===== config.mk =====
export PLATFORM = sky130hd
export DESIGN_NAME = seven_seg_scan_scheduler
export DESIGN_NICKNAME = d
export VERILOG_FILES = /design/src/rtl/seven_seg_pkg.sv /design/src/rtl/seven_seg_slot_timer.sv /design/src/rtl/seven_seg_scan_scheduler.sv
export SDC_FILE = /design/constraint.sdc
export NUM_CORES = 1
export LEC_CHECK = 0
export CAP_MARGIN = 20
export CORE_UTILIZATION = 40
export CTS_BUF_LIST = sky130_fd_sc_hd__clkbuf_4 sky130_fd_sc_hd__clkbuf_8
export DETAILED_ROUTE_END_ITERATION = 10
export PLACE_DENSITY = 0.53
export SLEW_MARGIN = 20
export SYNTH_ARGS = -nofsm -noshare
export SYNTH_HDL_FRONTEND = slang
export SYNTH_HIERARCHICAL = 1
export SYNTH_SLANG_ARGS = --single-unit

===== constraint.sdc =====
create_clock -name clk -period 5.8 [get_ports clk]
set_input_delay 1.16 -clock clk [delete_from_list [all_inputs] [get_ports clk]]
set_output_delay 1.16 -clock clk [all_outputs]
set_load 0.02 [all_outputs]

===== src/rtl/seven_seg_pkg.sv =====
// Shared types for the seven-segment scan scheduler: segment encodings and scan states.
// Segment byte layout is abcdefgh with a in bit 7 and the dot (h) in bit 0.
package seven_seg_pkg;

    localparam logic [7:0] SEG_BLANK = 8'h00;

    typedef enum logic [7:0] {
        SEG_SPACE = 8'h00,
        SEG_DOT   = 8'h01,
        SEG_0     = 8'hFC,
        SEG_1     = 8'h60,
        SEG_A     = 8'hEE,
        SEG_E     = 8'h9E,
        SEG_F     = 8'h8E,
        SEG_G     = 8'hBC,
        SEG_P     = 8'hCE
    } seven_seg_encoding_e;

    typedef enum logic [1:0] {
        IDLE  = 2'd0,
        SHOW  = 2'd1,
        BLANK = 2'd2
    } scan_state_e;

endpackage


===== src/rtl/seven_seg_slot_timer.sv =====
// Per-slot down-counter: loaded on entry to SHOW or BLANK, strobes when the phase
// reaches terminal count so the scheduler can advance.
module seven_seg_slot_timer #(
    parameter int scan_cycles  = 50000,
    parameter int blank_cycles = 500
) (
    input  logic clk,
    input  logic rst_n,
    input  logic start_show,
    input  logic start_blank,
    input  logic in_show,
    input  logic in_blank,
    output logic show_done,
    output logic blank_done
);

    localparam int CW = $clog2(scan_cycles);
    localparam logic [CW-1:0] SHOW_LOAD  = CW'(scan_cycles - blank_cycles - 1);
    localparam logic [CW-1:0] BLANK_LOAD = CW'(blank_cycles - 1);

    logic [CW-1:0] count;

    always_ff @(posedge clk or negedge rst_n) begin
        if (!rst_n) begin
            count <= '0;
        end else if (start_show) begin
            count <= SHOW_LOAD;
        end else if (start_blank) begin
            count <= BLANK_LOAD;
        end else if (count != '0) begin
            count <= count - CW'(1);
        end
    end

    assign show_done  = in_show  && (count == '0);
    assign blank_done = in_blank && (count == '0);

endmodule


===== src/rtl/seven_seg_scan_scheduler.sv =====
// Time-multiplexed seven-segment scanner with blanking gaps and a double-buffered message.
// Optional SEVEN_SEG_SCROLL_EN: scrolls messages longer than the display every scroll_frames.
module seven_seg_scan_scheduler
    import seven_seg_pkg::*;
#(
    parameter int w_digit       = 8,
    parameter int depth         = 16,
    parameter int scan_cycles   = 50000,
    parameter int blank_cycles  = 500,
    parameter int scroll_frames = 250
) (
    input  logic                       clk,
    input  logic                       rst_n,
    input  logic                       enable,
    input  logic                       wr_valid,
    output logic                       wr_ready,
    input  logic [$clog2(depth)-1:0]   wr_addr,
    input  logic [7:0]                 wr_char,
    input  logic [$clog2(depth):0]     msg_len,
    input  logic                       commit,
    output logic                       pending,
    output logic [7:0]                 abcdefgh,
    output logic [w_digit-1:0]         digit,
    output logic                       frame_tick
);

    localparam int AW = $clog2(depth);
    localparam int LW = AW + 1;
    localparam int PW = (w_digit > 1) ? $clog2(w_digit) : 1;

    scan_state_e    state;
    logic [PW-1:0]  pos;
    logic [7:0]     shadow [depth];
    logic [7:0]     active [depth];
    logic [LW-1:0]  active_len;
    logic [LW-1:0]  pend_len;

    logic           show_done;
    logic           blank_done;
    logic           last_pos;
    logic           frame_end;
    logic           apply_now;
    logic           go_show;
    logic [LW-1:0]  len_clamped;
    logic [LW-1:0]  next_len;
    logic [PW-1:0]  next_pos;
    logic [LW-1:0]  next_off;
    logic [LW-1:0]  idx;
    logic [7:0]     seg_next;
    logic [w_digit-1:0] digit_next;

`ifdef SEVEN_SEG_SCROLL_EN
    localparam int FW = (scroll_frames > 1) ? $clog2(scroll_frames) : 1;
    localparam logic [FW-1:0] FRAME_LOAD = FW'(scroll_frames - 1);

    logic [LW-1:0]  offset;
    logic [FW-1:0]  frame_cnt;
    logic           scrolling;
    logic           scroll_step;

    assign scrolling   = active_len > LW'(w_digit);
    assign scroll_step = frame_end && scrolling && (frame_cnt == '0);
`endif

    seven_seg_slot_timer #(
        .scan_cycles  (scan_cycles),
        .blank_cycles (blank_cycles)
    ) u_slot_timer (
        .clk         (clk),
        .rst_n       (rst_n),
        .start_show  (go_show),
        .start_blank (show_done),
        .in_show     (state == SHOW),
        .in_blank    (state == BLANK),
        .show_done   (show_done),
        .blank_done  (blank_done)
    );

    // The slot being entered must already see a commit applied on the same edge,
    // so the lookup reads the shadow copy whenever the copy is happening now.
    always_comb begin
        last_pos    = (pos == PW'(w_digit - 1));
        frame_end   = (state == BLANK) && blank_done && last_pos;
        apply_now   = pending && !commit && ((state == IDLE) || frame_end);
        go_show     = ((state == IDLE) && enable && !pending && !commit) ||
                      ((state == BLANK) && blank_done && enable);
        len_clamped = (pend_len > LW'(depth)) ? LW'(depth) : pend_len;
        next_len    = apply_now ? len_clamped : active_len;
        next_pos    = ((state == BLANK) && !last_pos) ? pos + PW'(1) : '0;

`ifdef SEVEN_SEG_SCROLL_EN
        if (apply_now) begin
            next_off = '0;
        end else if (scroll_step) begin
            next_off = (offset == active_len - LW'(1)) ? '0 : offset + LW'(1);
        end else begin
            next_off = offset;
        end
`else
        next_off = '0;
`endif

        idx = next_off + LW'(next_pos);
        if (idx >= next_len) begin
            idx = idx - next_len;
        end

        seg_next = SEG_BLANK;
        if (LW'(next_pos) < next_len) begin
            seg_next = apply_now ? shadow[idx[AW-1:0]] : active[idx[AW-1:0]];
        end

        digit_next = '0;
        for (int i = 0; i < w_digit; i++) begin
            digit_next[i] = (PW'(w_digit - 1 - i) == next_pos);
        end
    end

    always_ff @(posedge clk or negedge rst_n) begin
        if (!rst_n) begin
            state      <= IDLE;
            pos        <= '0;
            digit      <= '0;
            abcdefgh   <= SEG_BLANK;
            frame_tick <= 1'b0;
            wr_ready   <= 1'b0;
            pending    <= 1'b0;
            pend_len   <= '0;
            active_len <= '0;
            for (int i = 0; i < depth; i++) begin
                shadow[i] <= SEG_BLANK;
                active[i] <= SEG_BLANK;
            end
`ifdef SEVEN_SEG_SCROLL_EN
            offset    <= '0;
            frame_cnt <= FRAME_LOAD;
`endif
        end else begin
            wr_ready   <= 1'b1;
            frame_tick <= frame_end;

            if (wr_valid && wr_ready) begin
                shadow[wr_addr] <= wr_char;
            end

            // A commit landing on the frame-end edge is deferred to the next frame end.
            if (commit) begin
                pending  <= 1'b1;
                pend_len <= msg_len;
            end else if (apply_now) begin
                pending    <= 1'b0;
                active_len <= len_clamped;
                for (int i = 0; i < depth; i++) begin
                    active[i] <= shadow[i];
                end
            end

`ifdef SEVEN_SEG_SCROLL_EN
            offset <= next_off;
            if (apply_now || !scrolling) begin
                frame_cnt <= FRAME_LOAD;
            end else if (frame_end) begin
                frame_cnt <= (frame_cnt == '0) ? FRAME_LOAD : frame_cnt - FW'(1);
            end
`endif

            case (state)
                IDLE: begin
                    if (go_show) begin
                        state    <= SHOW;
                        pos      <= next_pos;
                        digit    <= digit_next;
                        abcdefgh <= seg_next;
                    end else begin
                        digit    <= '0;
                        abcdefgh <= SEG_BLANK;
                    end
                end
                SHOW: begin
                    if (show_done) begin
                        state    <= BLANK;
                        digit    <= '0;
                        abcdefgh <= SEG_BLANK;
                    end
                end
                BLANK: begin
                    if (blank_done) begin
                        pos <= next_pos;
                        if (enable) begin
                            state    <= SHOW;
                            digit    <= digit_next;
                            abcdefgh <= seg_next;
                        end else begin
                            state <= IDLE;
                        end
                    end
                end
                default: begin
                    state    <= IDLE;
                    digit    <= '0;
                    abcdefgh <= SEG_BLANK;
                end
            endcase
        end
    end

endmodule

==> impl_metrics.env <==
export IMPL_place_ws_ns=0.5991
export IMPL_path_common_cell="inv_1"
export IMPL_status="complete, no violations"
export IMPL_routabilityCongestion=0.8584
export IMPL_syn_area_um2=12880
export IMPL_synthCells=1354
export IMPL_async_flop_share_pct=100.0
export IMPL_crit_required_ns=6.32
export IMPL_p_leak_nw=7.066
export IMPL_io_buffers=40
export IMPL_via_count=10060
export IMPL_first_pass_iters=5
export IMPL_dp_hpwl_um=23040
export IMPL_die_x_um=181.4
export IMPL_cts_resized=0
export IMPL_cts_hold_buf=0
export IMPL_synth_distinct_cells=67
export IMPL_synth_nets=1382
export IMPL_drv_slew=0
export IMPL_cpMaxStageDelayCell="nand3_1"
export IMPL_via_per_inst=5.481
export IMPL_total_power_mw=4.552
export IMPL_end_kind="register"
export IMPL_setup_viol=0
export IMPL_max_clock_freq_mhz=195.5
export IMPL_synth_most_common_cell="nand2_1"
export IMPL_fin_tns_setup_ns=0
export IMPL_drc_errors=0
export IMPL_vdd_ir_drop_max_uv=233.7
export IMPL_max_slew_margin_pct=41.44
export IMPL_synth_top_area_share_pct=52.65
export IMPL_finalCriticalPeriod_ns=5.115
export IMPL_cts_setup_buffers=0
export IMPL_cpPeakStageDelay_ns=0.58
export IMPL_dieArea_um2=32920
export IMPL_finalHoldViolations=0
export IMPL_worstMarginPinSlew_ns=0.8784
export IMPL_cts_buffers=49
export IMPL_clk_pin_slew_ns=0.06
export IMPL_powerDensity_nw_per_um2=307.1
export IMPL_cts_root_buffer="clkbuf_8"
export IMPL_r2r_slack_ns=0.68
export IMPL_clock_sinks=271
export IMPL_final_area_um2=14830
export IMPL_setup_slack_ns=0.6848
export IMPL_core_um2=31640
export IMPL_critPathArrivalTime_ns=5.63
export IMPL_drt_wl_total_um=36870
export IMPL_clk_latency_ns=0.58
export IMPL_ioPinCount=41
export IMPL_postRouteAntennaNets=0
export IMPL_row_count=65
export IMPL_area_growth_pct=15.11
export IMPL_clock_skew_ns=0.01735
export IMPL_timing_final_crit_share_pct=88.19
export IMPL_initial_core_util_pct=40.71
export IMPL_num_nets_final=1427
export IMPL_ys_ff_latch=271
export IMPL_grt_pass1_vias=10110
export IMPL_grt_max_degree=116
export IMPL_grtUsageTotal_pct=23.29
export IMPL_ys_flop_type="dfrtp_1"
export IMPL_wl_per_cell_um=20.09
export IMPL_die_h_um=181.4
export IMPL_drt_iter0_drc=714
export IMPL_cts_buffer_depth=3
export IMPL_htree_levels=2
export IMPL_netlist_top_cells_count="nand2_1 (520), dfrtp_1 (271), mux2_2 (122)"
export IMPL_seq_area_frac_synth_pct=52.65
export IMPL_hp_class="reg2reg"
export IMPL_synth_largest_area_cell="dfrtp_1"
export IMPL_synth_area_leaders="dfrtp_1 (53%), nand2_1 (15%), mux2_2 (11%)"
export IMPL_synth_warnings=6
export IMPL_drv_cap=0
export IMPL_crit_chain="inv_1 > ha_1 > nor3b_1 > and3_1 > and3_1 > a21boi_1 > nor2_4 > nand3b_1 > nand2_1 > inv_1 > ha_1 > inv_1 > nor3_1 > nor2_1 > nor2_1 > a31oi_1 > mux2i_1 > nand3_1 > buf_4 > a31oi_1 > a21oi_1 > nand4_1"
export IMPL_path_class="reg2reg"
export IMPL_antenna_found_initial=2
export IMPL_place_area_um2=13760
export IMPL_avgSynthCellArea_um2=9.512
export IMPL_grt_first_pass_wirelength_um=59690
export IMPL_path_max_fanout=7
export IMPL_drive_above_1_share_pct=18.49
export IMPL_overflow=0
export IMPL_rsz0062_at_grt="no"
export IMPL_postLayoutCoreUtil_pct=46.86
export IMPL_synth_edf_count=0
export IMPL_diodes=0
export IMPL_cts_tree="built"
export IMPL_crit_path_start_kind="register"
## power breakdown
group | internal (mW) | total [mW] | switching (mW) | leakage (nW)
registers | 2.08 | 2.23 | 0.153 | 3.59
clock network | 1.13 | 1.95 | 0.820 | 0.570
logic | 0.197 | 0.369 | 0.171 | 2.90
total | 3.41 | 4.55 | 1.14 | 7.07
## worst paths after layout
path,end,startpoint,cells after the start
worst min-delay path,active[94],shadow[94],2
worst min register to register,active[94],shadow[94],2
max in group asynchronous,active[101],rst_n,2
worst max-delay path,abcdefgh[4],u_slot_timer/count[0],22
worst max register to register,abcdefgh[4],u_slot_timer/count[0],22
min in group asynchronous,pend_len[0],rst_n,1
## stage by stage
stage,std cells,hold slack [ns]
after detailed placement,1750,0.4471
final,1835,0.4533
after global routing,1835,0.4881
after floorplan,1354,0.4325
after CTS,1835,0.4527
after global placement,1750,0.4428
## metal layers
layer	share of wire [%]	GRT usage [%]	vias to the layer above
li1	-	-	4695
met1	46	32.58	5060
met2	48	37.62	244
met3	4.4	3.690	58
met4	2.0	6.068	0
met5	0	0	-
## registers in the layout, indices dropped and copies added, names as in the netlist
signal	cells
u_slot_timer/count	16
pos	3
frame_tick	1
pending	1
active	108
abcdefgh	8
state	2
pend_len	5
digit	8
wr_ready	1
shadow	113
active_len	5
## worst max-delay path: cells and delay by family, from the launching register on
kind / cells / cell delay, ns
AO/OA/AOI/OAI: 4 / 0.70
adder cells (fa/ha/maj): 2 / 0.51
buffers and inverters: 4 / 0.61
flip-flops: 1 / 0.41
multiplexers: 1 / 0.52
AND/OR/NAND/NOR: 11 / 2.30
## cell families (layout without fill, tap and decap cells)
kind of cell             count (synthesis)  in the layout  synth area share (%)
XOR/XNOR                                 1              1               0.06801
flip-flops                             271            271                 52.65
other                                    1              1               0.02912
buffers and inverters                   91            170                 3.235
multiplexers                           145            145                 12.45
AND/OR/NAND/NOR                        686            686                 22.69
AO/OA/AOI/OAI                          153            153                 8.287
adder cells (fa/ha/maj)                  6              6                0.5828
## final cells by class
type	instances	area [um2]
Clock inverter	7	70.07
Inverter	11	41.29
Sequential cell	271	6782
Fill cell	3018	16810
Tap cell	402	503.0
Multi-Input combinational cell	992	5708
Clock buffer	78	998.5
Timing Repair Buffer	74	723.2
## placed cells by master, fill, tap and decap left out, types with 8 or more instances in the layout
| cell type | synthesis | routed |
|---|---|---|
| mux2i_1 | 23 | 23 |
| nor2_1 | 24 | 23 |
| clkdlybuf4s50_1 | 0 | 39 |
| a21boi_0 | 8 | 8 |
| nand4_1 | 11 | 11 |
| mux2_2 | 122 | 122 |
| nand3_1 | 44 | 44 |
| dfrtp_1 | 271 | 271 |
| clkbuf_8 | 0 | 66 |
| nand2_1 | 520 | 518 |
| a31oi_1 | 16 | 16 |
| clkbuf_4 | 0 | 12 |
| o31ai_1 | 16 | 16 |
| a21oi_1 | 42 | 42 |
| o21ai_0 | 11 | 11 |
| buf_4 | 1 | 29 |
| and3_1 | 17 | 16 |
| nor3_1 | 17 | 17 |
| nand2b_1 | 11 | 11 |
| inv_1 | 11 | 11 |
| a211oi_1 | 16 | 16 |
No activity file was read; power rests on OpenSTA's default activity.
